$ cat src/rtl/instr_fetch.sv
// instr_fetch: MIPS32 instruction-fetch stage; owns the PC, drives the instruction ROM and fills the IF/ID register.
// Ports:
//   clk, rst_n        pipeline clock, asynchronous active-low reset
//   i_stall           hold PC and IF/ID this cycle
//   i_flush           discard IF/ID and load PC from i_flush_addr (beats stall and branch)
//   i_flush_addr      PC target on flush (low two bits dropped)
//   i_branch_flag     taken branch/jump resolved in ID
//   i_branch_target   PC target on taken branch (low two bits dropped)
//   o_rom_ce          ROM chip enable, high from the first edge after reset release
//   o_rom_addr        ROM byte address, equal to the PC
//   i_rom_instr       combinational ROM read data for o_rom_addr
//   o_id_pc           PC of the instruction held in IF/ID
//   o_id_instr        instruction held in IF/ID, 0 for a bubble
//   o_id_valid        IF/ID holds a real fetched instruction
//   o_fetch_cnt       instructions delivered to ID, wraps modulo 2^32
module instr_fetch #(
  parameter logic [31:0] RESET_PC   = 32'h0000_0000,
  parameter bit          DELAY_SLOT = 1'b1
) (
  input  logic        clk,
  input  logic        rst_n,
  input  logic        i_stall,
  input  logic        i_flush,
  input  logic [31:0] i_flush_addr,
  input  logic        i_branch_flag,
  input  logic [31:0] i_branch_target,
  output logic        o_rom_ce,
  output logic [31:0] o_rom_addr,
  input  logic [31:0] i_rom_instr,
  output logic [31:0] o_id_pc,
  output logic [31:0] o_id_instr,
  output logic        o_id_valid,
  output logic [31:0] o_fetch_cnt
);
  typedef enum logic {S_IDLE, S_RUN} state_t;
  state_t      r_state;
  logic [31:0] r_pc;
  logic [31:0] r_id_pc;
  logic [31:0] r_id_instr;
  logic        r_id_valid;
  logic [31:0] r_fetch_cnt;
  // Masking keeps every address bit in use while forcing word alignment.
  logic [31:0] w_flush_pc;
  logic [31:0] w_branch_pc;
  assign w_flush_pc  = i_flush_addr & 32'hFFFF_FFFC;
  assign w_branch_pc = i_branch_target & 32'hFFFF_FFFC;
  assign o_rom_ce    = (r_state == S_RUN);
  assign o_rom_addr  = r_pc;
  assign o_id_pc     = r_id_pc;
  assign o_id_instr  = r_id_instr;
  assign o_id_valid  = r_id_valid;
  assign o_fetch_cnt = r_fetch_cnt;
  always_ff @(posedge clk or negedge rst_n) begin
    if (!rst_n) begin
      r_state     <= S_IDLE;
      r_pc        <= RESET_PC & 32'hFFFF_FFFC;
      r_id_pc     <= '0;
      r_id_instr  <= '0;
      r_id_valid  <= 1'b0;
      r_fetch_cnt <= '0;
    end else if (r_state == S_IDLE) begin
      r_state <= S_RUN;
    end else if (i_flush) begin
      r_pc       <= w_flush_pc;
      r_id_pc    <= '0;
      r_id_instr <= '0;
      r_id_valid <= 1'b0;
    end else if (i_stall) begin
      // ID is frozen too, so a pending branch is re-presented once the stall drops.
    end else if (i_branch_flag) begin
      r_pc <= w_branch_pc;
      if (DELAY_SLOT) begin
        r_id_pc     <= r_pc;
        r_id_instr  <= i_rom_instr;
        r_id_valid  <= 1'b1;
        r_fetch_cnt <= r_fetch_cnt + 32'd1;
      end else begin
        r_id_pc    <= '0;
        r_id_instr <= '0;
        r_id_valid <= 1'b0;
      end
    end else begin
      r_pc        <= r_pc + 32'd4;
      r_id_pc     <= r_pc;
      r_id_instr  <= i_rom_instr;
      r_id_valid  <= 1'b1;
      r_fetch_cnt <= r_fetch_cnt + 32'd1;
    end
  end
endmodule
$ cat config.mk
export PLATFORM = sky130hd
export DESIGN_NAME = instr_fetch
export DESIGN_NICKNAME = d
export VERILOG_FILES = /design/src/rtl/instr_fetch.sv
export SDC_FILE = /design/constraint.sdc
export NUM_CORES = 1
export LEC_CHECK = 0
export BUFFER_PORTS_ARGS = -buffer_cell sky130_fd_sc_hd__buf_2
export CAP_MARGIN = 0
export CORE_MARGIN = 3
export CORE_UTILIZATION = 46
export CTS_BUF_LIST = sky130_fd_sc_hd__clkbuf_2
export DETAILED_ROUTE_END_ITERATION = 8
export PLACE_DENSITY_LB_ADDON = 0.25
export SYNTH_ARGS = -nofsm -noshare
export SYNTH_HDL_FRONTEND = slang
export SYNTH_SLANG_ARGS = --single-unit
$ cat constraint.sdc
create_clock -name clk -period 1.7 [get_ports clk]
set_input_delay 0.34 -clock clk [delete_from_list [all_inputs] [get_ports clk]]
set_output_delay 0.34 -clock clk [all_outputs]
set_load 0.005 [all_outputs]
; ---- Word level (Yosys, flattened, before mapping)
; Index checks and enable logic that the tools add are counted.
[totals]
latchBits = 0
rom_bits = 0
output_inout_bits = 130
mem_bits_rw = 0
n_memories = 0
in_bits = 101
word_cells = 22
register_bits = 130
[op_classes]
magnitude_cmp = 0
bitwise_logic = 2
add_sub_neg = 2
reduce_logical = 2
shifts = 0
n_mul = 0
n_eq_ne = 1
n_mux = 9
div = 0
[op_table]
columns = cell, n
row1 = 32-bit two-way mux, 7
row2 = "32-bit by 1-bit adder with 32-bit output, second input constant", 1
row3 = "32-bit by 3-bit adder with 32-bit output, second input constant", 1
row4 = 3-bit AND reduction, 1
row5 = 1-bit two-way mux, 2
row6 = "2-bit by 1-bit inequality test with 1-bit output, second input constant", 1
row7 = 1-bit inverter, 2
row8 = 2-bit AND reduction, 1

; ---- Depth between registers and ports, before layout
; Gate-level depths: netlist of run 1.
[logic_depth]
depth_word = 4
ltp_mapped = 7
depth_no_buf = 6

; ---- Least setup slack after synthesis of run 1
; Ideal clock, no wire load.
[synth_path]
path_type = flip-flop to flip-flop
from = register r_state (netlist: o_rom_ce)
to = register r_fetch_cnt[29] (netlist: o_fetch_cnt[29])
setup_slack_ns = -0.164
setup_ns = 0.124
n_path_buf = 1
arrival_ns = 1.740
t_required_ns = 1.576
stages_incl_launch_ff = 7
period_less_slack_ns = 1.864
path_cell_list = dfrtp_1 > or3b_4 > nor4_4 > and3_1 > buf_4 > nand4_4 > xnor2_2
[synth_between]
elab_chain_len = 1
[synth_lines]
columns = item, line_no
row1 = start: declaration, 36  ; state_t r_state;
row2 = start signal: assignment, 55  ; r_state <= S_IDLE;
row3 = start signal: assignment, 62  ; r_state <= S_RUN;
row4 = 3-bit AND reduction (no line), --
row5 = end signal: assignment, 76  ; r_fetch_cnt <= r_fetch_cnt + 32'd1;
row6 = end signal: assignment, 87  ; r_fetch_cnt <= r_fetch_cnt + 32'd1;
row7 = end: declaration, 41  ; logic [31:0] r_fetch_cnt;
; Every way passes these cells.
; A chain may end at the register's enable or synchronous reset.

; ---- Worst setup path in the final report of run 1
[layout_path]
from = register r_pc[9] (netlist: o_rom_addr[9])
to = register r_pc[24] (netlist: o_rom_addr[24])
[layout_between]
elab_chain_len = 4
[layout_lines]
columns = item, line_no
row1 = start: declaration, 37  ; logic [31:0] r_pc;
row2 = start signal: assignment, 56  ; r_pc <= RESET_PC & 32'hFFFF_FFFC;
row3 = start signal: assignment, 64  ; r_pc <= w_flush_pc;
row4 = start signal: assignment, 71  ; r_pc <= w_branch_pc;
row5 = 32-bit by 3-bit adder with 32-bit output, 83  ; r_pc <= r_pc + 32'd4;
row6 = 32-bit two-way mux, 70  ; end else if (i_branch_flag) begin
row7 = 32-bit two-way mux, 68  ; end else if (i_stall) begin
row8 = 32-bit two-way mux, 63  ; end else if (i_flush) begin
; Every way passes these cells. The select of a mux whose other input is x is not followed.

==> flow_summary.yaml, run 1 <==
setup_path:
  cp.required_ns: 2.38
  r2r-start: "o_rom_addr[9]"
  endpoint_kind: "flip-flop"
  crit_family: "simple AND/OR/NAND/NOR gates"
  r2r-end: "o_rom_addr[24]"
  slowest_stage: "dfrtp_2"
  critPathBufInv: 2
  worst-r2r-setup-slack_ns: -0.22
  critPathLaunchType: "flip-flop"
  cp_cell_sequence: "buf_4 -> nand4_4 -> nor3_4 -> buf_6 -> nand3_1 -> o41ai_2 -> a22o_1"
  worstSetupPathType: "reg2reg"
  slowest_delay_ns: 0.42
  reg2reg_depth: 7
  worst-path-max-fanout: 4
  arrival_ns: 2.60
global_route:
  grt_max_degree: 51
  grt_pass1_wl_um: 36200
  grt_pass1_vias: 7003
  gr-total-overflow: 0
  antenna_found_initial: 0
  track_usage_pct: 32.1
final_layout:
  drive_gt1_share_pct: 49.4
  area_growth_pct: 74.5
  fill_cells: 621
  final_common_cell: "buf_2"
  nNetsFinal: 1126
  instances_no_fill: 1203
  layout_common_cells: "187 x buf_2, 142 x buf_4, 113 x dfrtp_1"
  final_area_sq_um: 10400
pwr:
  total_power_uw: 8010
  p_per_area_nw_per_um2: 772
  internal_power_uw: 5380
  clockPowerShare_pct: 20.0
  switching_power_uw: 2640
  power_frac_comb_pct: 35.6
  netSwitchingFraction_pct: 32.9
  seqPwrFrac_pct: 44.4
  p_leak_uw: 0.00535
  vdd_ir_drop_max_mv: 0.589
clock_network:
  path_clk_slew_ns: 0.19
  cts_buffers: 17
  cts_htree_levels: 4
  clockBufferDepth: 2
  clk_latency_ns: 0.73
  cts_sinks: 127
  root_buffer: "clkbuf_2"
  cts_tree: "done"
sta:
  rsz0062_at_grt: "yes"
  min_period_over_period_pct: 113
  fmax_mhz: 520
  period_needed_ns: 1.92
  final-setup-viol-count: 61
  skew_ns: 0.0284
  maxSlewViolCount: 0
  final_hold_viol_count: 0
  tightest_slew_ns: 0.583
  relSlewSlack_pct: 61.1
  timing.final.ws_setup_ns: -0.224
floorplanning:
  design.die.area_sq_um: 14300
  rows: 40
  initial_core_util_pct: 48.4
  core_sq_um: 12300
  ios: 231
  die-width_um: 120
  die_h_um: 120
detailed_routing:
  vias_per_cell: 5.93
  wl_per_cell_um: 21.5
  route.vias.total: 7133
  totalWireLength_um: 25900
  drtIter0Drc: 719
  postRouteAntennaNets: 0
  first_pass_iters: 5
  drt_drc_violations_left: 0
yosys:
  ys.flop_type: "dfrtp_1"
  synth-edff-count: 0
  yosysWarnings: 0
  synthArstFlopShare_pct: 100
  ys_seq_area_share_pct: 53.4
  netlist-cell-type-count: 57
  synth_area_per_cell_sq_um: 11.1
  synth_area_sq_um: 5950
  synthCells: 537
  ys_ff_latch: 127
place:
  post-place-ws_ns: -0.126
  gp_congestion: 0.868
  place_area_sq_um: 7810
  port_buffers: 224
  hpwl_um: 13600
  dp_cells: 970
min_path:
  hold_start: "i_branch_target[25]"
  hold_class: "in2reg"
  hold_end: "o_rom_addr[25]"
  holdPathStages: 4
job:
  maxCapViolations: 0
outcome:
  outcome: "finished, violations left"
  violations: "setup timing"
## how the worst max path moves through the flow
stage,startpoint,slack (ns),endpoint,depth (start not counted)
floorplan,o_rom_ce,-0.03,o_fetch_cnt[29],6
detailed placement,i_flush,-0.13,o_fetch_cnt[29],7
CTS,o_fetch_cnt[0],-0.12,o_fetch_cnt[0],2
global route,o_rom_addr[21],-0.28,o_rom_addr[24],7
finish,o_rom_addr[9],-0.22,o_rom_addr[24],7
global placement,i_flush,-0.09,o_fetch_cnt[29],7
## registers in the layout (all words and copies together) (netlist names)
register     cells
o_fetch_cnt     32
o_id_pc         31
o_rom_ce         1
o_id_instr      32
o_id_valid       1
o_rom_addr      30
## logic make-up after synthesis
group | Yosys count | share of synthesized area (%)
and+or+nand+nor | 156 | 15.6
AOI/OAI and AO/OA | 151 | 18.9
DFF | 127 | 53.4
xor gates and xnor gates | 49 | 7.34
buffers and inverters | 42 | 2.90
muxes | 8 | 1.39
adders and majority gates | 2 | 0.420
other | 2 | 0.126
## power by group through the flow
stage | Sequential, uW | Clock, uW | Combinational (uW)
finish | 3560 | 1600 | 2850
global route | 3590 | 1750 | 3000
CTS | 3520 | 1600 | 2490
detailed placement | 3610 | 0 | 1690
global placement | 3580 | 0 | 1630
floorplan | 3700 | 0 | 581
## metrics by stage
step | setup TNS (ns) | hold slack [ns] | util, %
2_1_floorplan | -0.101 | 0.0444 | -
3_3_place_gp | -0.703 | 0.260 | 63.5
3_5_place_dp | -1.59 | 0.261 | 63.5
4_1_cts | -2.89 | 0.000824 | 78.9
5_1_grt | -9.54 | 0.0306 | 84.3
6_report | -3.52 | 0.0546 | 84.4
## synth_stat cells (8+ instances only)
cell type,count,area share [%]
a21oi_1,19,1.6
nand4_1,13,1.4
dfrtp_1,127,53
nand3_1,25,2.1
and3_1,23,2.4
nand2_1,32,2.0
xor2_1,19,2.8
a22o_1,65,9.6
o21ai_0,25,2.1
a221oi_1,8,1.2
clkbuf_1,31,2.0
nor2_1,26,1.6
xnor2_1,29,4.3
## worst reg2reg max path: stages, from the launching register on
cell and delay (ns):
dfrtp_2 0.42, buf_4 0.12, nand4_4 0.18, nor3_4 0.31, buf_6 0.16, nand3_1 0.15
o41ai_2 0.31, a22o_1 0.21
## metal layers
layer	share of wire (%)	wire length, um	track usage [%]
met2	49	12800	53.4
met4	6.7	1740	18.2
met5	0	0	0
met3	8.2	2130	8.44
met1	36	9240	37.9
## repair_timing
| item | 4_1_cts | 5_1_grt |
|---|---|---|
| hold buffers | 86 | 1 |
| setup endpoints to repair | 62 | 139 |
| gates cloned | 0 | 0 |
| pin swaps | 8 | 42 |
| resized for setup | 83 | 69 |
| buffers inserted | 66 | 53 |
| hold endpoints to repair | 188 | 7 |
## area by class of cell
cell class              instances  area, sq um  share of cell area (%)
diodes                          1         2.50                  0.0241
multi-input cells             369         2890                    27.8
clock inverters                11         76.3                   0.735
clock buffers                  19         95.1                   0.916
repair buffers                503         3900                    37.5
well taps                     168          210                    2.02
inverters                       5         18.8                   0.181
flip-flops and latches        127         3200                    30.8
Note: power is estimated with default switching activity, not from simulation.
==> inputs of run 2 (changes only) <==
--- a/config.mk
+++ b/config.mk
@@ -9,7 +9,7 @@
 export CAP_MARGIN = 0
 export CORE_MARGIN = 3
 export CORE_UTILIZATION = 46
-export CTS_BUF_LIST = sky130_fd_sc_hd__clkbuf_2
+export CTS_BUF_LIST = sky130_fd_sc_hd__clkbuf_4
 export DETAILED_ROUTE_END_ITERATION = 8
 export PLACE_DENSITY_LB_ADDON = 0.25
 export SYNTH_ARGS = -nofsm -noshare
==> flow_summary.yaml, run 2 (synthesized netlist as in run 1, its figures left out) <==
clock_network:
  clockBufferDepth: 2
  path_clk_slew_ns: 0.10
  cts_sinks: 127
  clk_latency_ns: 0.54
  cts_tree: "done"
  cts_buffers: 17
  root_buffer: "clkbuf_4"
  cts_htree_levels: 4
sta:
  final_hold_viol_count: 0
  skew_ns: 0.0167
  setup_tns_ns: -0.155
  relSlewSlack_pct: 63.8
  min_period_over_period_pct: 103
  fmax_mhz: 570
  tightest_slew_ns: 0.542
  maxSlewViolCount: 0
  rsz0062_at_grt: "yes"
  timing.final.ws_setup_ns: -0.0546
  period_needed_ns: 1.75
  final-setup-viol-count: 5
global_route:
  grt_max_degree: 51
  antenna_found_initial: 1
  gr-total-overflow: 0
  use_met1_pct: 32.7
  grt_pass1_vias: 5805
  use_met2_pct: 44.7
  met3_usage_pct: 7.02
  track_usage_pct: 26.4
  gr-max-usage-layer: "met2"
  grt_pass1_wl_um: 30000
floorplanning:
  ios: 231
  core_sq_um: 12300
  die_h_um: 120
  rows: 40
  design.die.area_sq_um: 14300
  initial_core_util_pct: 48.4
  die-width_um: 120
detailed_routing:
  route.vias.total: 5823
  vias_per_cell: 5.61
  totalWireLength_um: 19100
  wl_per_cell_um: 18.4
  postRouteAntennaNets: 0
  drtIter0Drc: 431
  first_pass_iters: 4
  drt_drc_violations_left: 0
pwr:
  p_leak_uw: 0.00444
  p_per_area_nw_per_um2: 841
  vdd_ir_drop_max_mv: 0.508
setup_path:
  critPathBufInv: 0
  critPathLaunch: "o_fetch_cnt[1]"
  r2r-end: "o_fetch_cnt[20]"
  worstSetupPathType: "reg2reg"
  endpoint_kind: "flip-flop"
  r2r-start: "o_fetch_cnt[1]"
  cp.required_ns: 2.13
  worst-path-max-fanout: 4
  arrival_ns: 2.18
  slowest_delay_ns: 0.41
  slowest_stage: "or3b_4"
  worst-r2r-setup-slack_ns: -0.05
  reg2reg_depth: 6
  crit_family: "simple AND/OR/NAND/NOR gates"
  critPathLaunchType: "flip-flop"
  cp_cell_sequence: "ha_2 -> and4bb_2 -> or3b_4 -> nor2b_4 -> nand3_1 -> xnor2_1"
final_layout:
  fill_cells: 948
  final_util_pct: 69.7
  ff_latch_area_sq_um: 3190
  area_growth_pct: 44.2
  nNetsFinal: 961
  drive_gt1_share_pct: 44.4
  final_common_cell: "buf_2"
  layout_common_cells: "223 x buf_2, 120 x dfrtp_1, 73 x buf_4"
  instances_no_fill: 1038
  multi_input_area_sq_um: 2790
min_path:
  holdPathStages: 3
  hold_class: "in2reg"
  hold_start: "i_branch_target[19]"
  hold_end: "o_rom_addr[19]"
place:
  gp_congestion: 0.868
  dp_cells: 970
  port_buffers: 224
  hpwl_um: 13600
outcome:
  outcome: "finished, violations left"
  violations: "setup timing"
job:
  maxCapViolations: 0
run 2: worst max path at each step:
stage / end / slack, ns / depth (start not counted)
after floorplan: o_fetch_cnt[29] / -0.03 / 6
final: o_fetch_cnt[20] / -0.05 / 6
after CTS: o_fetch_cnt[20] / -0.06 / 6
after detailed placement: o_fetch_cnt[29] / -0.13 / 7
after global routing: o_fetch_cnt[20] / -0.13 / 6
after global placement: o_fetch_cnt[29] / -0.09 / 7
run 2: worst register-to-register path, cell delays in order, from the launching register on:
cell	delay [ns]
dfrtp_1	0.39
ha_2	0.17
and4bb_2	0.26
or3b_4	0.41
nor2b_4	0.16
nand3_1	0.12
xnor2_1	0.14
run 2: layer usage:
layer,part of all wire [%],vias up
met5,0.089,-
met4,1.9,2
met3,6.8,32
met2,52,255
met1,39,2881
li1,-,2653
run 2: through the flow:
step / power, uW / hold slack, ns / cell area, sq um / setup slack (ns)
global route: 7630 / 0.00377 / 8580 / -0.133
finish: 7220 / 0.0359 / 8580 / -0.0546
CTS: 7130 / 0.00166 / 8330 / -0.0635
floorplan: 4280 / 0.0444 / 5980 / -0.0265
detailed placement: 5300 / 0.261 / 7810 / -0.126
global placement: 5210 / 0.260 / 7810 / -0.0897
run 2: final cells by class:
cell class              count  share of cell area [%]
diodes                      1                  0.0292
clock buffers              19                    1.66
clock inverters            11                   0.889
inverters                   5                   0.219
multi-input cells         369                    32.5
flip-flops and latches    127                    37.1
well taps                 168                    2.45
repair buffers            338                    25.1
run 2: report_power, final:
group	switching [uW]	total [uW]	internal, uW
sequential	243	3560	3320
combinational	921	1890	971
clock	1060	1770	705
total	2230	7220	4990
run 2: what timing repair did:
| action | CTS | global route |
|---|---|---|
| pin swaps | 4 | 9 |
| hold buffers | 22 | 4 |
| cloned | 0 | 0 |
| setup buffers | 3 | 10 |
| gates resized for setup | 8 | 40 |
| endpoints found under the hold margin | 54 | 4 |
| setup endpoints to repair | 11 | 39 |
==> inputs of run 3 (changes only) <==
--- a/config.mk
+++ b/config.mk
@@ -8,7 +8,7 @@
 export BUFFER_PORTS_ARGS = -buffer_cell sky130_fd_sc_hd__buf_2
 export CAP_MARGIN = 0
 export CORE_MARGIN = 3
-export CORE_UTILIZATION = 46
+export CORE_UTILIZATION = 40
 export CTS_BUF_LIST = sky130_fd_sc_hd__clkbuf_4
 export DETAILED_ROUTE_END_ITERATION = 8
 export PLACE_DENSITY_LB_ADDON = 0.25
==> flow_summary.yaml, run 3 (synthesized netlist as in run 1, its figures left out) <==
global_route:
  gr-max-usage-layer: "met2"
  antenna_found_initial: 3
  met3_usage_pct: 6.33
  grt_max_degree: 37
  grt_pass1_wl_um: 29600
  use_met2_pct: 37.3
  grt_pass1_vias: 5816
  track_usage_pct: 22.9
  gr-total-overflow: 0
  use_met1_pct: 29.0
clock_network:
  cts_htree_levels: 4
  cts_sinks: 127
  cts_tree: "done"
  path_clk_slew_ns: 0.11
  clk_latency_ns: 0.55
  cts_buffers: 17
  clockBufferDepth: 2
  root_buffer: "clkbuf_4"
setup_path:
  slowest_stage: "or3b_4"
  reg2reg_depth: 6
  r2r-start: "o_fetch_cnt[0]"
  worst-r2r-setup-slack_ns: -0.1
  worst-path-max-fanout: 4
  arrival_ns: 2.26
  cp_cell_sequence: "ha_2 -> and4bb_2 -> or3b_4 -> nor2b_4 -> buf_6 -> xor2_2"
  r2r-end: "o_fetch_cnt[16]"
  worstSetupPathType: "reg2reg"
  critPathLaunchType: "flip-flop"
  cp.required_ns: 2.17
  endpoint_kind: "flip-flop"
  slowest_delay_ns: 0.42
detailed_routing:
  first_pass_iters: 4
  postRouteAntennaNets: 0
  route.vias.total: 5698
  wl_per_cell_um: 17.7
  totalWireLength_um: 18900
  drt_drc_violations_left: 0
  vias_per_cell: 5.34
  drtIter0Drc: 245
floorplanning:
  core_sq_um: 14200
  initial_core_util_pct: 41.9
  ios: 231
  rows: 43
  die_h_um: 128
  die-width_um: 128
  design.die.area_sq_um: 16400
outcome:
  violations: "setup timing"
  outcome: "finished, violations left"
sta:
  relSlewSlack_pct: 65.7
  setup_tns_ns: -0.347
  maxSlewViolCount: 0
  fmax_mhz: 557
  min_period_over_period_pct: 106
  final-setup-viol-count: 6
  tightest_slew_ns: 0.512
  timing.final.ws_setup_ns: -0.0968
  skew_ns: 0.0144
  period_needed_ns: 1.80
  rsz0062_at_grt: "yes"
  final_hold_viol_count: 0
pwr:
  total_power_uw: 7630
  p_leak_uw: 0.00454
  p_per_area_nw_per_um2: 859
  vdd_ir_drop_max_mv: 0.496
min_path:
  hold_end: "o_rom_addr[11]"
  hold_class: "in2reg"
  holdPathStages: 3
  hold_start: "i_branch_target[11]"
place:
  port_buffers: 224
  post-place-ws_ns: -0.138
  gp_congestion: 0.846
  place_area_sq_um: 7910
  hpwl_um: 13600
final_layout:
  final_util_pct: 62.5
  final_area_sq_um: 8880
  nNetsFinal: 977
  area_growth_pct: 49.1
  drive_gt1_share_pct: 45.1
  layout_common_cells: "221 x buf_2, 120 x dfrtp_1, 76 x buf_4"
  final_common_cell: "buf_2"
job:
  maxCapViolations: 0
run 3: metrics by stage:
stage | hold WS (ns) | std cells
global route | 0.00262 | 1068
floorplan | 0.0444 | 538
global placement | 0.270 | 988
detailed placement | 0.270 | 988
CTS | 0.00296 | 1059
finish | 0.0449 | 1068
run 3: where the power goes:
part / total (uW) / leakage [uW] / internal, uW / switching, uW
combinational: 1870 / 0.00272 / 986 / 885
sequential: 3560 / 0.00166 / 3320 / 245
clock: 2190 / 0.000151 / 1010 / 1180
run 3: cell type report:
type                            count  area (sq um)
Fill cell                        1203          5330
Sequential cell                   127          3190
Multi-Input combinational cell    369          2810
Timing Repair Buffer              354          2340
Tap cell                          180           225
Clock inverter                     15           170
Clock buffer                       17           128
Inverter                            5          18.8
Antenna cell                        1          2.50
run 3: worst max-delay path: cells and delay by family, from the launching register on:
family	cells	cell delay, ns
flip-flops	1	0.41
XOR/XNOR	1	0.14
buffers and inverters	1	0.13
AND/OR/NAND/NOR	3	0.87
adder cells (fa/ha/maj)	1	0.18
run 3: what timing repair did:
action / CTS / global route
endpoints found under the hold margin: 115 / 0
pin swaps: 2 / 10
gates resized for setup: 10 / 42
setup endpoints to repair: 13 / 36
setup buffers: 1 / 10
hold buffers: 38 / 0
run 3: worst max path at each step:
stage	startpoint	endpoint	cells after the start
final	o_fetch_cnt[0]	o_fetch_cnt[16]	6
after CTS	o_rom_ce	o_fetch_cnt[29]	6
after global routing	o_fetch_cnt[0]	o_fetch_cnt[22]	6
after detailed placement	i_flush	o_fetch_cnt[29]	7
after global placement	i_flush	o_fetch_cnt[29]	7
after floorplan	o_rom_ce	o_fetch_cnt[29]	6
run 3: metal layers:
layer  vias to the layer above  wire length, um
met4                         4              467
met2                       203             9110
met1                      2774             8050
li1                       2681                -
met3                        36             1260
met5                         -               27
